**src/rtl/ika87ad_busbridge.sv**
```systemverilog
// CPU-to-memory bus bridge: decodes ROM/RAM/IO windows, issues a level request
// with a bounded wait for acknowledge, and stalls the CPU clock enable meanwhile.
module ika87ad_busbridge #(
  parameter logic [15:0] ROM_TOP  = 16'h0FFF,
  parameter logic [15:0] RAM_BASE = 16'hFF00,
  parameter logic [15:0] IO_ADDR  = 16'h1401,
  parameter logic [7:0]  OPEN_BUS = 8'hFF,
  parameter logic [7:0]  TIMEOUT  = 8'd63
) (
  input  logic        i_EMUCLK,
  input  logic        i_RST,
  input  logic        i_PCEN_RAW,
  output logic        o_PCEN,
  input  logic [15:0] i_A,
  input  logic        i_RD_n,
  input  logic        i_WR_n,
  input  logic [7:0]  i_DO,
  output logic [7:0]  o_DI,
  output logic        o_MEM_REQ,
  output logic        o_MEM_WE,
  output logic [1:0]  o_MEM_SEL,
  output logic [15:0] o_MEM_ADDR,
  output logic [7:0]  o_MEM_WDATA,
  input  logic        i_MEM_ACK,
  input  logic [7:0]  i_MEM_RDATA,
  output logic        o_TIMEOUT
);

  localparam logic [1:0] ST_IDLE = 2'd0;
  localparam logic [1:0] ST_REQ  = 2'd1;
  localparam logic [1:0] ST_HOLD = 2'd2;

  localparam logic [1:0] SEL_NONE = 2'd0;
  localparam logic [1:0] SEL_ROM  = 2'd1;
  localparam logic [1:0] SEL_RAM  = 2'd2;
  localparam logic [1:0] SEL_IO   = 2'd3;

  logic [1:0]  state_q, state_d;
  logic        rd_n_q, wr_n_q;
  logic [7:0]  cnt_q, cnt_d;
  logic [7:0]  di_q, di_d;
  logic        req_q, req_d;
  logic        we_q, we_d;
  logic [1:0]  sel_q, sel_d;
  logic [15:0] addr_q, addr_d;
  logic [7:0]  wdata_q, wdata_d;
  logic        timeout_q, timeout_d;

  logic [1:0]  sel_dec;
  logic        rd_start, wr_start, strobe_start, issue, busy;

  always_comb begin
    if (i_A <= ROM_TOP)       sel_dec = SEL_ROM;
    else if (i_A >= RAM_BASE) sel_dec = SEL_RAM;
    else if (i_A == IO_ADDR)  sel_dec = SEL_IO;
    else                      sel_dec = SEL_NONE;
  end

  assign rd_start     = ~i_RD_n & rd_n_q;
  assign wr_start     = ~i_WR_n & wr_n_q;
  assign strobe_start = rd_start | wr_start;
  // A simultaneous read/write start is a write; ROM writes never reach the bus.
  assign issue = strobe_start && (sel_dec != SEL_NONE) && !(wr_start && sel_dec == SEL_ROM);
  assign busy  = (state_q == ST_REQ) || (state_q == ST_IDLE && issue);

  assign o_PCEN = i_PCEN_RAW & ~busy & ~i_RST;

  always_comb begin
    state_d   = state_q;
    cnt_d     = cnt_q;
    di_d      = di_q;
    req_d     = req_q;
    we_d      = we_q;
    sel_d     = sel_q;
    addr_d    = addr_q;
    wdata_d   = wdata_q;
    timeout_d = 1'b0;
    case (state_q)
      ST_IDLE: begin
        if (strobe_start) begin
          if (issue) begin
            addr_d  = i_A;
            wdata_d = i_DO;
            we_d    = wr_start;
            sel_d   = sel_dec;
            req_d   = 1'b1;
            cnt_d   = '0;
            state_d = ST_REQ;
          end else begin
            if (!wr_start) di_d = OPEN_BUS;
            state_d = ST_HOLD;
          end
        end
      end
      ST_REQ: begin
        if (i_MEM_ACK) begin
          req_d = 1'b0;
          if (!we_q) di_d = i_MEM_RDATA;
          state_d = ST_HOLD;
        end else if (cnt_q + 8'd1 == TIMEOUT) begin
          req_d     = 1'b0;
          timeout_d = 1'b1;
          if (!we_q) di_d = OPEN_BUS;
          state_d = ST_HOLD;
        end else begin
          cnt_d = cnt_q + 8'd1;
        end
      end
      ST_HOLD: begin
        if (i_RD_n && i_WR_n) state_d = ST_IDLE;
      end
      default: state_d = ST_IDLE;
    endcase
  end

  always_ff @(posedge i_EMUCLK or posedge i_RST) begin
    if (i_RST) begin
      state_q   <= ST_IDLE;
      rd_n_q    <= 1'b1;
      wr_n_q    <= 1'b1;
      cnt_q     <= '0;
      di_q      <= OPEN_BUS;
      req_q     <= 1'b0;
      we_q      <= 1'b0;
      sel_q     <= SEL_NONE;
      addr_q    <= '0;
      wdata_q   <= '0;
      timeout_q <= 1'b0;
    end else begin
      state_q   <= state_d;
      rd_n_q    <= i_RD_n;
      wr_n_q    <= i_WR_n;
      cnt_q     <= cnt_d;
      di_q      <= di_d;
      req_q     <= req_d;
      we_q      <= we_d;
      sel_q     <= sel_d;
      addr_q    <= addr_d;
      wdata_q   <= wdata_d;
      timeout_q <= timeout_d;
    end
  end

  assign o_DI        = di_q;
  assign o_MEM_REQ   = req_q;
  assign o_MEM_WE    = we_q;
  assign o_MEM_SEL   = sel_q;
  assign o_MEM_ADDR  = addr_q;
  assign o_MEM_WDATA = wdata_q;
  assign o_TIMEOUT   = timeout_q;

endmodule

```
**config.mk**
```make
export PLATFORM = sky130hd
export DESIGN_NAME = ika87ad_busbridge
export DESIGN_NICKNAME = d
export VERILOG_FILES = /design/src/rtl/ika87ad_busbridge.sv
export SDC_FILE = /design/constraint.sdc
export NUM_CORES = 1
export LEC_CHECK = 0
export CAP_MARGIN = 20
export CORE_MARGIN = 5
export CORE_UTILIZATION = 45
export CTS_CLUSTER_SIZE = 24
export DETAILED_ROUTE_END_ITERATION = 12
export HOLD_SLACK_MARGIN = 0.05
export PLACE_DENSITY_LB_ADDON = 0.2
export SLEW_MARGIN = 20
export SYNTH_ARGS = -nofsm -noshare
export SYNTH_HDL_FRONTEND = slang
export SYNTH_SLANG_ARGS = --single-unit
```
**constraint.sdc**
```tcl
create_clock -name i_EMUCLK -period 5.6 [get_ports i_EMUCLK]
set_input_delay 0.84 -clock i_EMUCLK [delete_from_list [all_inputs] [get_ports i_EMUCLK]]
set_output_delay 0.84 -clock i_EMUCLK [all_outputs]
set_load 0.01 [all_outputs]
```
==> results of run 1 <==
==> synth_stat cells, drive strengths merged (3+ instances only) <==
cell type / n
nand4: 3
or3: 3
nor3: 8
nand2b: 4
o21ai: 27
nand2: 9
a21o: 3
nand3: 6
nor2b: 6
mux2: 20
o41ai: 8
and3: 3
buf: 5
a21oi: 4
nor4: 3
dfrtp: 39
nor2: 12
inv: 7
dfstp: 10
o21a: 5
==> flip-flops by register name, summed over array words and instances, names as in the netlist <==
name	flops
cnt_q	8
o_DI	8
o_MEM_ADDR	16
o_MEM_REQ	1
o_MEM_SEL	2
o_MEM_WDATA	8
o_MEM_WE	1
o_TIMEOUT	1
rd_n_q	1
state_q	2
wr_n_q	1
==> where the power goes <==
group          leakage (nW)  switching [W]  internal [W]
registers             0.616      0.0000409      0.000414
clock network        0.0591       0.000126      0.000136
logic                 0.716      0.0000914      0.000142
total                  1.39       0.000259      0.000692
==> kinds of logic (layout without fill, tap and decap cells) <==
family,Yosys count,in the layout,share of synthesized area [%]
compound gates,65,65,20.3
fa+ha+maj,2,2,1.05
buf+inv,14,93,2.72
flops,49,49,51.8
mux,22,22,10.3
simple gates,62,62,13.9
==> final cells by class <==
type	instances	area, µm²	area share [%]
clock inverter	3	47.5	1.43
inverter	7	26.3	0.789
multi-input combinational	151	1090	32.6
clock buffer	5	68.8	2.07
tap	70	87.6	2.63
sequential	49	1240	37.2
timing repair buffer	78	773	23.2
==> worst min-delay path by stage <==
stage / to / slack [ps] / cells after the start
3_5_place_dp: o_MEM_ADDR[15] / 470 / 1
6_report: o_MEM_ADDR[13] / 490 / 1
5_1_grt: o_MEM_ADDR[0] / 520 / 1
3_3_place_gp: o_MEM_WDATA[2] / 470 / 1
2_1_floorplan: o_DI[3] / 490 / 2
4_1_cts: o_MEM_ADDR[13] / 500 / 1
==> layer usage <==
metal  GRT usage, %  part of all wire [%]  vias up
li1               -                     -      960
met1           20.7                    43      969
met2           27.6                    49       48
met3           5.45                   6.7        5
met4           5.35                   1.2        0
met5              0                     0        -
==> metrics by stage <==
stage                     power (W)  instances  hold slack [ps]  util, %  area (µm²)
after floorplan            0.000554        214              494        -        2390
after global placement     0.000693        355              466     62.5        3210
after detailed placement   0.000696        355              465     62.5        3210
after CTS                  0.000963        363              498     64.8        3330
after global routing        0.00100        363              517     64.8        3330
final                      0.000951        363              491     64.8        3330
==> reports/results.ini, run 1 <==
[clock_tree]
cts_num_sinks=49
ctsHoldBuffers=0
cts.reportedPaths.clkPinSlew_ps=100
cts_root_buf=clkbuf_8
htree_levels=2
clkLatencyLatePin_ps=310
post_cts_resized=0
cts_buffers=5
cts_tree=built
cts_setup_buffers=0
clockBufferDepth=2

[timing]
layout_setup_ws_ps=1260
tightest_slew_ps=799
setup_viol=0
slew_viol_final=0
post-route-period-util_pct=77.6
fmax_mhz=230
min_period_ps=4340
max_slew_margin_pct=46.7
setup_tns_ps=0
hold_viol_final=0
grt_setup_unrepaired=no
fin_worst_skew_ps=7.98

[layout]
drive_gt1_share_pct=13.3
final_common_cell=clkdlybuf4s50_1
mostFrequentLayoutCells=clkdlybuf4s50_1 (75), dfrtp_1 (39), o21ai_0 (21), nor2_1 (12), mux2_1 (12)
n_antenna_cell=0
fin_nets=332
area_growth_pct=39.3
n_fill_cell=426

[setup_path]
critPathSlowestCell=or4_1
crit_chain=clkdlybuf4s50_1 > or4_1 > nor4_1 > a211o_1 > nand2_2 > and4_1 > clkdlybuf4s50_1
path_buf_inv=2
criticalPathCategory=primary input to primary output
cpMostUsedCell=clkdlybuf4s50_1
max_stage_delay_ps=530
path_max_fanout=19
cp.required_ps=4760
cp_num_cells=7
endpoint=o_PCEN
crit_path_end_kind=primary output
reg2reg_from=cnt_q[0]
crit_family=simple AND/OR/NAND/NOR gates
r2r_end=o_DI[4]
crit_start=i_A[9]
ff2ff_path_depth=6
cp.arrival_ps=3500
regToRegSetupSlack_ps=3080
start_kind=primary input

[die]
dieHeight_um=82.9
row_count=26
ioPinCount=76
fp.dieArea_mm2=0.00687
initial_core_util_pct=46.5
die_x_um=82.9
coreArea_mm2=0.00514

[drt]
post_drt_wl_per_cell_um=15.7
via_per_inst=5.46
first_pass_iters=4
drtIter0Drc=88
drc=0
via_count=1982
finalWirelength_um=5680
antenna_left=0

[yosys]
yosysWarningCount=0
postSynthCellCount=214
synth_fp_nets=254
ys_ff_latch=49
synth.cell_area_mm2=0.00239
syn_area_per_cell_um2=11.2
yosysTopAreaCellShare_pct=40.8
synth_edf_count=0
yosysTopAreaCell=dfrtp_1
async_flop_share_pct=100
synth_cell_type_count=48
synthFlopType=dfrtp_1
ys_top_cells_by_area=dfrtp_1 (41%), dfstp_2 (11%), mux2_1 (5.7%)
seq_area_frac_synth_pct=51.8

[job]
max_cap_viol_count=0

[place]
pre_cts_slack_ps=1260
hpwl_um=4190
place.gp.congestion=0.870
port_buffers=75

[power_and_ir_drop]
pwr_density_cell_mw_per_mm2=286
max-vdd-ir-drop_v=0.000225
p_leak_nw=1.39

[min_path]
hp-start=o_MEM_ADDR[13]
hp-class=flop to flop

[global_routing]
grt_max_degree=50
grt_pass1_wl_um=9430
track_usage_pct=16.7
grt-ovfl-total=0
antenna_found_initial=0
grt_pass1_vias=1997

[outcome]
status=completed

Power figures use the tool's default switching activity.
==> inputs of run 2 (changes only) <==
CORE_UTILIZATION = 42   (was 45)
clock period = 3.55 ns   (was 5.6 ns; I/O delays follow)
==> reports/results.ini, run 2 (synthesis results as in run 1) <==
[outcome]
status=completed  ; unchanged

[global_routing]
antenna_found_initial=0  ; unchanged
grt-ovfl-total=0  ; unchanged
grt_pass1_wl_um=9780  ; was 9430 µm
grt_max_degree=50  ; unchanged
track_usage_pct=16.7  ; about the same
grt_pass1_vias=2066  ; was 1997

[layout]
final_common_cell=clkdlybuf4s50_1  ; unchanged
n_antenna_cell=0  ; unchanged
fin_nets=334  ; was 332
mostFrequentLayoutCells=clkdlybuf4s50_1 (75), dfrtp_1 (39), o21ai_0 (21), mux2_1 (12), nor2_1 (11)  ; was clkdlybuf4s50_1 (75), dfrtp_1 (39), o21ai_0 (21), nor2_1 (12), mux2_1 (12)
largest_reg_flops=16  ; unchanged
drive_gt1_share_pct=14.6  ; was 13.3%
area_growth_pct=39.1  ; was 39.3%
fin_cells=367  ; was 363

[setup_path]
critPathSlowestCell=or4_1  ; unchanged
path_buf_inv=2  ; unchanged
cp.arrival_ps=2760  ; was 3500 ps
criticalPathCategory=primary input to primary output  ; unchanged
crit_path_end_kind=primary output  ; unchanged
start_kind=primary input  ; unchanged
path_max_fanout=3  ; was 19
max_stage_delay_ps=550  ; was 530 ps
cp.required_ps=3020  ; was 4760 ps
crit_family=simple AND/OR/NAND/NOR gates  ; unchanged
cpMostUsedCell=clkdlybuf4s50_1  ; unchanged
crit_chain=clkdlybuf4s50_1 > or4_1 > nor4_2 > a211o_1 > nand2_2 > and4_1 > clkdlybuf4s50_1  ; was clkdlybuf4s50_1 > or4_1 > nor4_1 > a211o_1 > nand2_2 > and4_1 > clkdlybuf4s50_1

[clock_tree]
cts.reportedPaths.clkPinSlew_ps=90  ; was 100 ps
clockBufferDepth=2  ; unchanged
cts_buffers=5  ; unchanged
cts_setup_buffers=0  ; unchanged
ctsHoldBuffers=0  ; unchanged
htree_levels=2  ; unchanged
clkLatencyLatePin_ps=300  ; was 310 ps
post_cts_resized=0  ; unchanged
cts_root_buf=clkbuf_8  ; unchanged
cts_tree=built  ; unchanged
cts_num_sinks=49  ; unchanged

[timing]
max_slew_margin_pct=38.9  ; was 46.7%
tightest_slew_ps=915  ; was 799 ps
slew_viol_final=0  ; unchanged
post-route-period-util_pct=92.7
setup_viol=0  ; unchanged
setup_tns_ps=0  ; unchanged
holdWs_ps=484  ; was 491 ps
fin_worst_skew_ps=3.11  ; was 7.98 ps
min_period_ps=3290
hold_viol_final=0  ; unchanged
fmax_mhz=304
grt_setup_unrepaired=no  ; unchanged

[die]
coreArea_mm2=0.00551  ; was 0.00514 mm²
ioPinCount=76  ; unchanged
die_x_um=85.4  ; was 82.9 µm
row_count=27  ; was 26
initial_core_util_pct=43.4  ; was 46.5%
fp.dieArea_mm2=0.00730  ; was 0.00687 mm²
dieHeight_um=85.4  ; was 82.9 µm

[drt]
drc=0  ; unchanged
antenna_left=0  ; unchanged
first_pass_iters=4  ; unchanged
drtIter0Drc=82  ; was 88
post_drt_wl_per_cell_um=15.6  ; was 15.7 µm
via_count=2000  ; was 1982
finalWirelength_um=5720  ; was 5680 µm
via_per_inst=5.45  ; was 5.46

[power_and_ir_drop]
max-vdd-ir-drop_v=0.000362  ; was 0.000225 V
intPower_w=0.00101  ; was 0.000692 W
p_sw_share_pct=28.3  ; was 27.2%
p_seq_share_pct=50.9  ; was 47.8%
clkPwrFrac_pct=23.1  ; was 27.6%
p_comb_share_pct=26.0  ; was 24.6%
pwr_density_cell_mw_per_mm2=425  ; was 286 mW/mm²
p_sw_w=0.000399  ; was 0.000259 W
p_leak_nw=1.39  ; about the same

[job]
max_cap_viol_count=0  ; unchanged

[place]
port_buffers=75  ; unchanged
place_inst=359  ; was 355
hpwl_um=4240  ; was 4190 µm
place.gp.congestion=0.865  ; was 0.870

[min_path]
hp-class=flop to flop  ; unchanged

==> run 2: path summary, 6_finish.rpt <==
path,slack (ps),from,cells past startpoint,to
max in group asynchronous,2390,i_RST,3,cnt_q[7]
min in group asynchronous,760,i_RST,3,o_MEM_WDATA[0]
hold / removal,480,o_MEM_ADDR[14],1,o_MEM_ADDR[14]
setup reg to reg,1130,cnt_q[0],5,o_DI[7]
hold reg to reg,480,o_MEM_ADDR[14],1,o_MEM_ADDR[14]
setup / recovery,260,i_A[9],7,o_PCEN
==> run 2: layer usage <==
| layer | vias up | part of all wire (%) | track usage, % |
|---|---|---|---|
| li1 | 969 | - | - |
| met1 | 969 | 45 | 21.3 |
| met2 | 57 | 46 | 26.1 |
| met3 | 5 | 8.4 | 6.80 |
| met4 | 0 | 1.3 | 5.18 |
| met5 | - | 0 | 0 |
==> run 2: final cells by class <==
cell class / count / area, µm²
inverters: 7 / 26.3
clock inverters: 3 / 17.5
repair buffers: 80 / 788
clock buffers: 5 / 68.8
well taps: 72 / 90.1
multi-input cells: 151 / 1090
flip-flops and latches: 49 / 1240
fillers: 477 / 2180
==> run 2: power by group through the flow <==
stage / Combinational, W / Sequential [W] / Clock [W]
5_1_grt: 0.000400 / 0.000735 / 0.000369
2_1_floorplan: 0.000127 / 0.000746 / 0
6_report: 0.000368 / 0.000719 / 0.000326
3_3_place_gp: 0.000370 / 0.000724 / 0
4_1_cts: 0.000375 / 0.000718 / 0.000340
3_5_place_dp: 0.000372 / 0.000729 / 0
==> run 2: metrics by stage <==
stage	worst slack (ps)	util (%)	instance area (µm²)	total power, W
after floorplan	894	-	2390	0.000873
after global placement	165	58.7	3230	0.00109
after detailed placement	131	58.7	3230	0.00110
after CTS	119	60.3	3320	0.00143
after global routing	64.1	60.4	3320	0.00150
final	258	60.4	3320	0.00141
